[config.mk]
export PLATFORM = sky130hd
export DESIGN_NAME = rr_mux_arbiter_4x1
export DESIGN_NICKNAME = d
export VERILOG_FILES = /design/src/rtl/rr_mux_pkg.sv /design/src/rtl/mux4_cell.sv /design/src/rtl/rr_pick4.sv /design/src/rtl/rr_mux_arbiter_4x1.sv
export SDC_FILE = /design/constraint.sdc
export NUM_CORES = 1
export LEC_CHECK = 0
export BUFFER_PORTS_ARGS = -buffer_cell sky130_fd_sc_hd__clkbuf_2
export CORE_MARGIN = 4
export CORE_UTILIZATION = 54
export DETAILED_ROUTE_END_ITERATION = 10
export PLACE_DENSITY = 0.78
export SKIP_CTS_REPAIR_TIMING = 1
export SYNTH_ARGS = -nofsm -noshare
export SYNTH_HDL_FRONTEND = slang
export SYNTH_SLANG_ARGS = --single-unit
[constraint.sdc]
create_clock -name clk_i -period 3 [get_ports clk_i]
set_input_delay 0.3 -clock clk_i [delete_from_list [all_inputs] [get_ports clk_i]]
set_output_delay 0.3 -clock clk_i [all_outputs]
set_load 0.02 [all_outputs]
[src/rtl/rr_mux_pkg.sv]
// Shared types and helpers for the round-robin 4:1 mux arbiter.
package rr_mux_pkg;

  typedef enum logic [0:0] {
    StIdle,
    StGrant
  } state_e;

  localparam logic [1:0] SEL_A = 2'b00;
  localparam logic [1:0] SEL_B = 2'b01;
  localparam logic [1:0] SEL_C = 2'b10;
  localparam logic [1:0] SEL_D = 2'b11;

  function automatic logic [3:0] idx_to_onehot(input logic [1:0] idx);
    logic [3:0] oh;
    oh      = 4'b0000;
    oh[idx] = 1'b1;
    return oh;
  endfunction

endpackage

[src/rtl/mux4_cell.sv]
// Single-bit 4:1 mux cell in sum-of-products form.
module mux4_cell (
  input  logic a_i,
  input  logic b_i,
  input  logic c_i,
  input  logic d_i,
  input  logic s1_i,
  input  logic s0_i,
  output logic y_o
);

  assign y_o = (a_i & ~s1_i & ~s0_i) | (b_i & ~s1_i & s0_i) |
               (c_i &  s1_i & ~s0_i) | (d_i &  s1_i & s0_i);

endmodule

[src/rtl/rr_pick4.sv]
// Rotating-priority picker: first set bit of (req & mask) scanning ptr, ptr+1, ... mod 4.
module rr_pick4 (
  input  logic [3:0] req_i,
  input  logic [1:0] ptr_i,
  input  logic [3:0] mask_i,
  output logic [1:0] winner_o,
  output logic       found_o
);

  logic [3:0] cand;
  assign cand = req_i & mask_i;

  // Scan from farthest to nearest so the lowest offset from ptr wins.
  always_comb begin
    winner_o = ptr_i;
    found_o  = 1'b0;
    for (int k = 3; k >= 0; k--) begin
      if (cand[ptr_i + 2'(k)]) begin
        winner_o = ptr_i + 2'(k);
        found_o  = 1'b1;
      end
    end
  end

endmodule

[src/rtl/rr_mux_arbiter_4x1.sv]
// Round-robin arbiter sharing one 4:1 select path, with bounded hold and direct handoff.
module rr_mux_arbiter_4x1
  import rr_mux_pkg::*;
#(
  parameter int unsigned W        = 1,
  parameter int unsigned MAX_HOLD = 8
) (
  input  logic         clk_i,
  input  logic         rst_ni,
  input  logic [3:0]   req_i,
  input  logic [W-1:0] din_a_i,
  input  logic [W-1:0] din_b_i,
  input  logic [W-1:0] din_c_i,
  input  logic [W-1:0] din_d_i,
  output logic [3:0]   grant_o,
  output logic         s1_o,
  output logic         s0_o,
  output logic         busy_o,
  output logic [W-1:0] y_o
);

  localparam int unsigned     CntW   = $clog2(MAX_HOLD + 1);
  localparam logic [CntW-1:0] CntMax = CntW'(MAX_HOLD);
  localparam logic [CntW-1:0] CntOne = CntW'(1);

  state_e          state_q, state_d;
  logic [3:0]      grant_q, grant_d;
  logic [1:0]      sel_q, sel_d;
  logic [1:0]      ptr_q, ptr_d;
  logic [CntW-1:0] cnt_q, cnt_d;

  logic [3:0] pick_mask;
  logic [1:0] winner;
  logic       found;
  logic       own_req;

  assign own_req   = req_i[sel_q];
  // While granting, ptr == owner+1, so masking the owner only matters on timeout.
  assign pick_mask = (state_q == StGrant) ? ~idx_to_onehot(sel_q) : 4'hF;

  rr_pick4 u_pick (
    .req_i   (req_i),
    .ptr_i   (ptr_q),
    .mask_i  (pick_mask),
    .winner_o(winner),
    .found_o (found)
  );

  always_comb begin
    state_d = state_q;
    grant_d = grant_q;
    sel_d   = sel_q;
    ptr_d   = ptr_q;
    cnt_d   = cnt_q;
    unique case (state_q)
      StIdle: begin
        if (found) begin
          state_d = StGrant;
          grant_d = idx_to_onehot(winner);
          sel_d   = winner;
          ptr_d   = winner + 2'd1;
          cnt_d   = CntOne;
        end
      end
      StGrant: begin
        if (own_req && (cnt_q < CntMax)) begin
          cnt_d = cnt_q + CntOne;
        end else if (found) begin
          grant_d = idx_to_onehot(winner);
          sel_d   = winner;
          ptr_d   = winner + 2'd1;
          cnt_d   = CntOne;
        end else if (own_req) begin
          cnt_d = CntOne;
        end else begin
          // Select lines keep their last value on release.
          state_d = StIdle;
          grant_d = 4'b0000;
          cnt_d   = '0;
        end
      end
    endcase
  end

  always_ff @(posedge clk_i or negedge rst_ni) begin
    if (!rst_ni) begin
      state_q <= StIdle;
      grant_q <= 4'b0000;
      sel_q   <= SEL_A;
      ptr_q   <= 2'd0;
      cnt_q   <= '0;
    end else begin
      state_q <= state_d;
      grant_q <= grant_d;
      sel_q   <= sel_d;
      ptr_q   <= ptr_d;
      cnt_q   <= cnt_d;
    end
  end

  assign grant_o = grant_q;
  assign s1_o    = sel_q[1];
  assign s0_o    = sel_q[0];
  assign busy_o  = |grant_q;

  logic [W-1:0] mux_y;

  for (genvar i = 0; i < W; i++) begin : g_mux
    mux4_cell u_cell (
      .a_i (din_a_i[i]),
      .b_i (din_b_i[i]),
      .c_i (din_c_i[i]),
      .d_i (din_d_i[i]),
      .s1_i(sel_q[1]),
      .s0_i(sel_q[0]),
      .y_o (mux_y[i])
    );
  end

  assign y_o = mux_y & {W{busy_o}};

endmodule

==> flow_summary.toml <==
[final_layout]
drive_gt1_share_pct = 26.55
antenna_cells = 0
fillers = 141
register_area_sq_um = 325.3
area_delta_synth_final_pct = 12.84
finish.instance_area_sq_um = 1089
finalNetCount = 129
multi_input_area_sq_um = 588.1

[floorplan]
die_h_microns = 50.27
core_region_area_sq_um = 1708
dieArea_sq_um = 2527
rows = 15
die-width_microns = 50.27
pin_count = 18
initial_core_util_pct = 56.48

[global_routing]
antenna_found_initial = 0
grt_max_degree = 14
grt_pass1_vias = 739
gr-total-overflow = 0
grt_pass1_wl_microns = 3332
track_usage_pct = 17.35

[yosys]
synthTopCellsByCount = "dfrtp_1 (13), nand2_1 (9), inv_1 (6)"
yosysMostFrequentCell = "dfrtp_1"
syn_avg_cell_area_sq_um = 10.15
synth-edff-count = 0
syn_nets = 110
synth.area.top_cells = "dfrtp_1 (34%), ha_1 (6.5%), mux4_1 (5.4%)"
dominantRegCellSynth = "dfrtp_1"
seq_area_frac_synth_pct = 33.72
synthCells = 95
async_flop_share_pct = 100.0
yosysTopAreaCell = "dfrtp_1"
synth_cell_types = 41
syn-cell-area_sq_um = 964.7
synth_top_area_share_pct = 33.72
yosysWarnings = 0
synth_seq_cells = 13

[clock_network]
cts_buffers = 3
insertion_delay_ps = 280
cts_max_level = 1
cts_tree = "built"
clockBufferDepth = 2
root_buffer = "clkbuf_4"
cts.sinks = 13
cts.clk_slew.worst_paths_ps = 80

[timing]
fmax_ghz = 0.4156
fin_skew_ps = 8.813
fin_tns_setup_ps = 0
setup_viol = 0
drv_slew = 0
rsz0062_at_grt = "no"
min_period_ps = 2406
whs_ps = 446.8
slew_headroom_pct = 72.44
tightestPinTransition_ps = 410.6
final_hold_viol_count = 0
finalCritPeriodShare_pct = 80.20

[power]
power_density_nw_per_um2 = 1245
power.leakage_nw = 0.5082
peakVddDrop_mv = 0.8041

[job]
maxCapViolCount = 0

[critical_path]
cp-end-kind = "flip-flop"
cp_top_family = "compound AO/OA/AOI/OAI gates"
worstPathMaxFanout = 13
crit_arrival_ps = 2560
crit_slowest_cell = "dfrtp_1"
critical_path_class = "flip-flop to flip-flop"
critPathLaunchType = "flip-flop"
cp_cell_sequence = "or3b_4, o2111a_1, a311o_1, a32o_2, ha_1, mux2_2"
critPathRequiredTime_ps = 3160
max_stage_delay_ps = 600
path_buf_inv = 0

[route]
ant_nets = 0
wl_microns = 1985
via_per_inst = 5.913
first_iter_violations = 34
drtPass1Iterations = 4
route.detailed.drc = 0
num_vias = 816
routedWlPerCell_microns = 14.38

[placement]
dpl.hpwl_microns = 1487
dpl-instance-area_sq_um = 1052
globalplace.congestion = 0.9776
port_buffers = 17

[run_status]
outcome = "complete, no violations"

[min_path]
hp-class = "primary input to async pin"
[area by class of cell]
cell class / count / area share (%)
clock buffers: 4 / 2.414
flip-flops and latches: 13 / 29.89
repair buffers: 18 / 8.736
inverters: 6 / 2.069
multi-input cells: 72 / 54.02
well taps: 25 / 2.874
[worst paths after layout]
path,cells after the start,from,slack [ps],to
setup / recovery,6,state_q,590,ptr_q[1]
hold / removal,2,rst_ni,450,cnt_q[3]
setup reg to reg,6,state_q,590,ptr_q[1]
hold reg to reg,2,cnt_q[1],560,cnt_q[1]
max in group asynchronous,2,rst_ni,2300,ptr_q[1]
min in group clk_i,2,cnt_q[1],560,cnt_q[1]
[state kept, by name, indices dropped and copies added, names as in the netlist]
| signal | cells |
|---|---|
| sel_q | 2 |
| state_q | 1 |
| ptr_q | 2 |
| grant_o | 4 |
| cnt_q | 4 |
[logic make-up after synthesis]
family | count (synthesis) | synth area share (%)
AO/OA/AOI/OAI | 32 | 24.77
XOR/XNOR | 2 | 1.816
adder cells (fa/ha/maj) | 5 | 6.485
buffers and inverters | 10 | 5.318
flip-flops | 13 | 33.72
multiplexers | 9 | 13.62
AND/OR/NAND/NOR | 24 | 14.27
[routing by layer]
layer | GRT usage, % | share of wire (%) | up-vias | routed length, microns
met3 | 5.045 | 5.7 | 2 | 114
met1 | 22.50 | 48 | 391 | 944
met2 | 27.61 | 46 | 24 | 912
met5 | 0 | 0 | - | 0
li1 | - | - | 399 | -
met4 | 5.530 | 0.71 | 0 | 14
[cell usage in the layout (no fill, tap or decap), types with 2 or more instances in the layout]
| master | netlist | routed |
|---|---|---|
| mux2i_1 | 3 | 3 |
| o221ai_1 | 2 | 2 |
| o211ai_1 | 2 | 2 |
| nand3_1 | 2 | 2 |
| mux2_2 | 3 | 3 |
| clkbuf_2 | 0 | 17 |
| dfrtp_1 | 13 | 13 |
| o22ai_1 | 3 | 3 |
| o21a_1 | 2 | 2 |
| a21oi_1 | 5 | 5 |
| a31oi_1 | 2 | 2 |
| mux4_1 | 2 | 2 |
| xor2_1 | 2 | 2 |
| clkbuf_4 | 0 | 3 |
| o21ai_0 | 4 | 4 |
| a2bb2oi_1 | 3 | 3 |
| or2_2 | 2 | 2 |
| nand2b_1 | 2 | 2 |
| ha_1 | 5 | 5 |
| nand2_1 | 9 | 9 |
| inv_1 | 6 | 6 |
[where the power goes]
| group | leakage (nW) | switching, mW | total (mW) | internal (mW) |
|---|---|---|---|---|
| logic | 0.338 | 0.466 | 0.877 | 0.411 |
| clock network | 0.0150 | 0.0565 | 0.108 | 0.0515 |
| registers | 0.156 | 0.113 | 0.370 | 0.257 |
| total | 0.508 | 0.635 | 1.35 | 0.720 |
[metrics by stage]
| stage | instances | util (%) | power [mW] | setup WS, ps |
|---|---|---|---|---|
| 5_1_grt | 138 | 63.74 | 1.479 | 463.8 |
| 6_report | 138 | 63.74 | 1.355 | 594.1 |
| 3_5_place_dp | 133 | 61.61 | 1.244 | 619.5 |
| 2_1_floorplan | 95 | - | 1.070 | 679.3 |
| 3_3_place_gp | 133 | 61.61 | 1.226 | 640.2 |
| 4_1_cts | 137 | 63.15 | 1.362 | 606.4 |
Note: power is estimated with default switching activity, not from simulation.
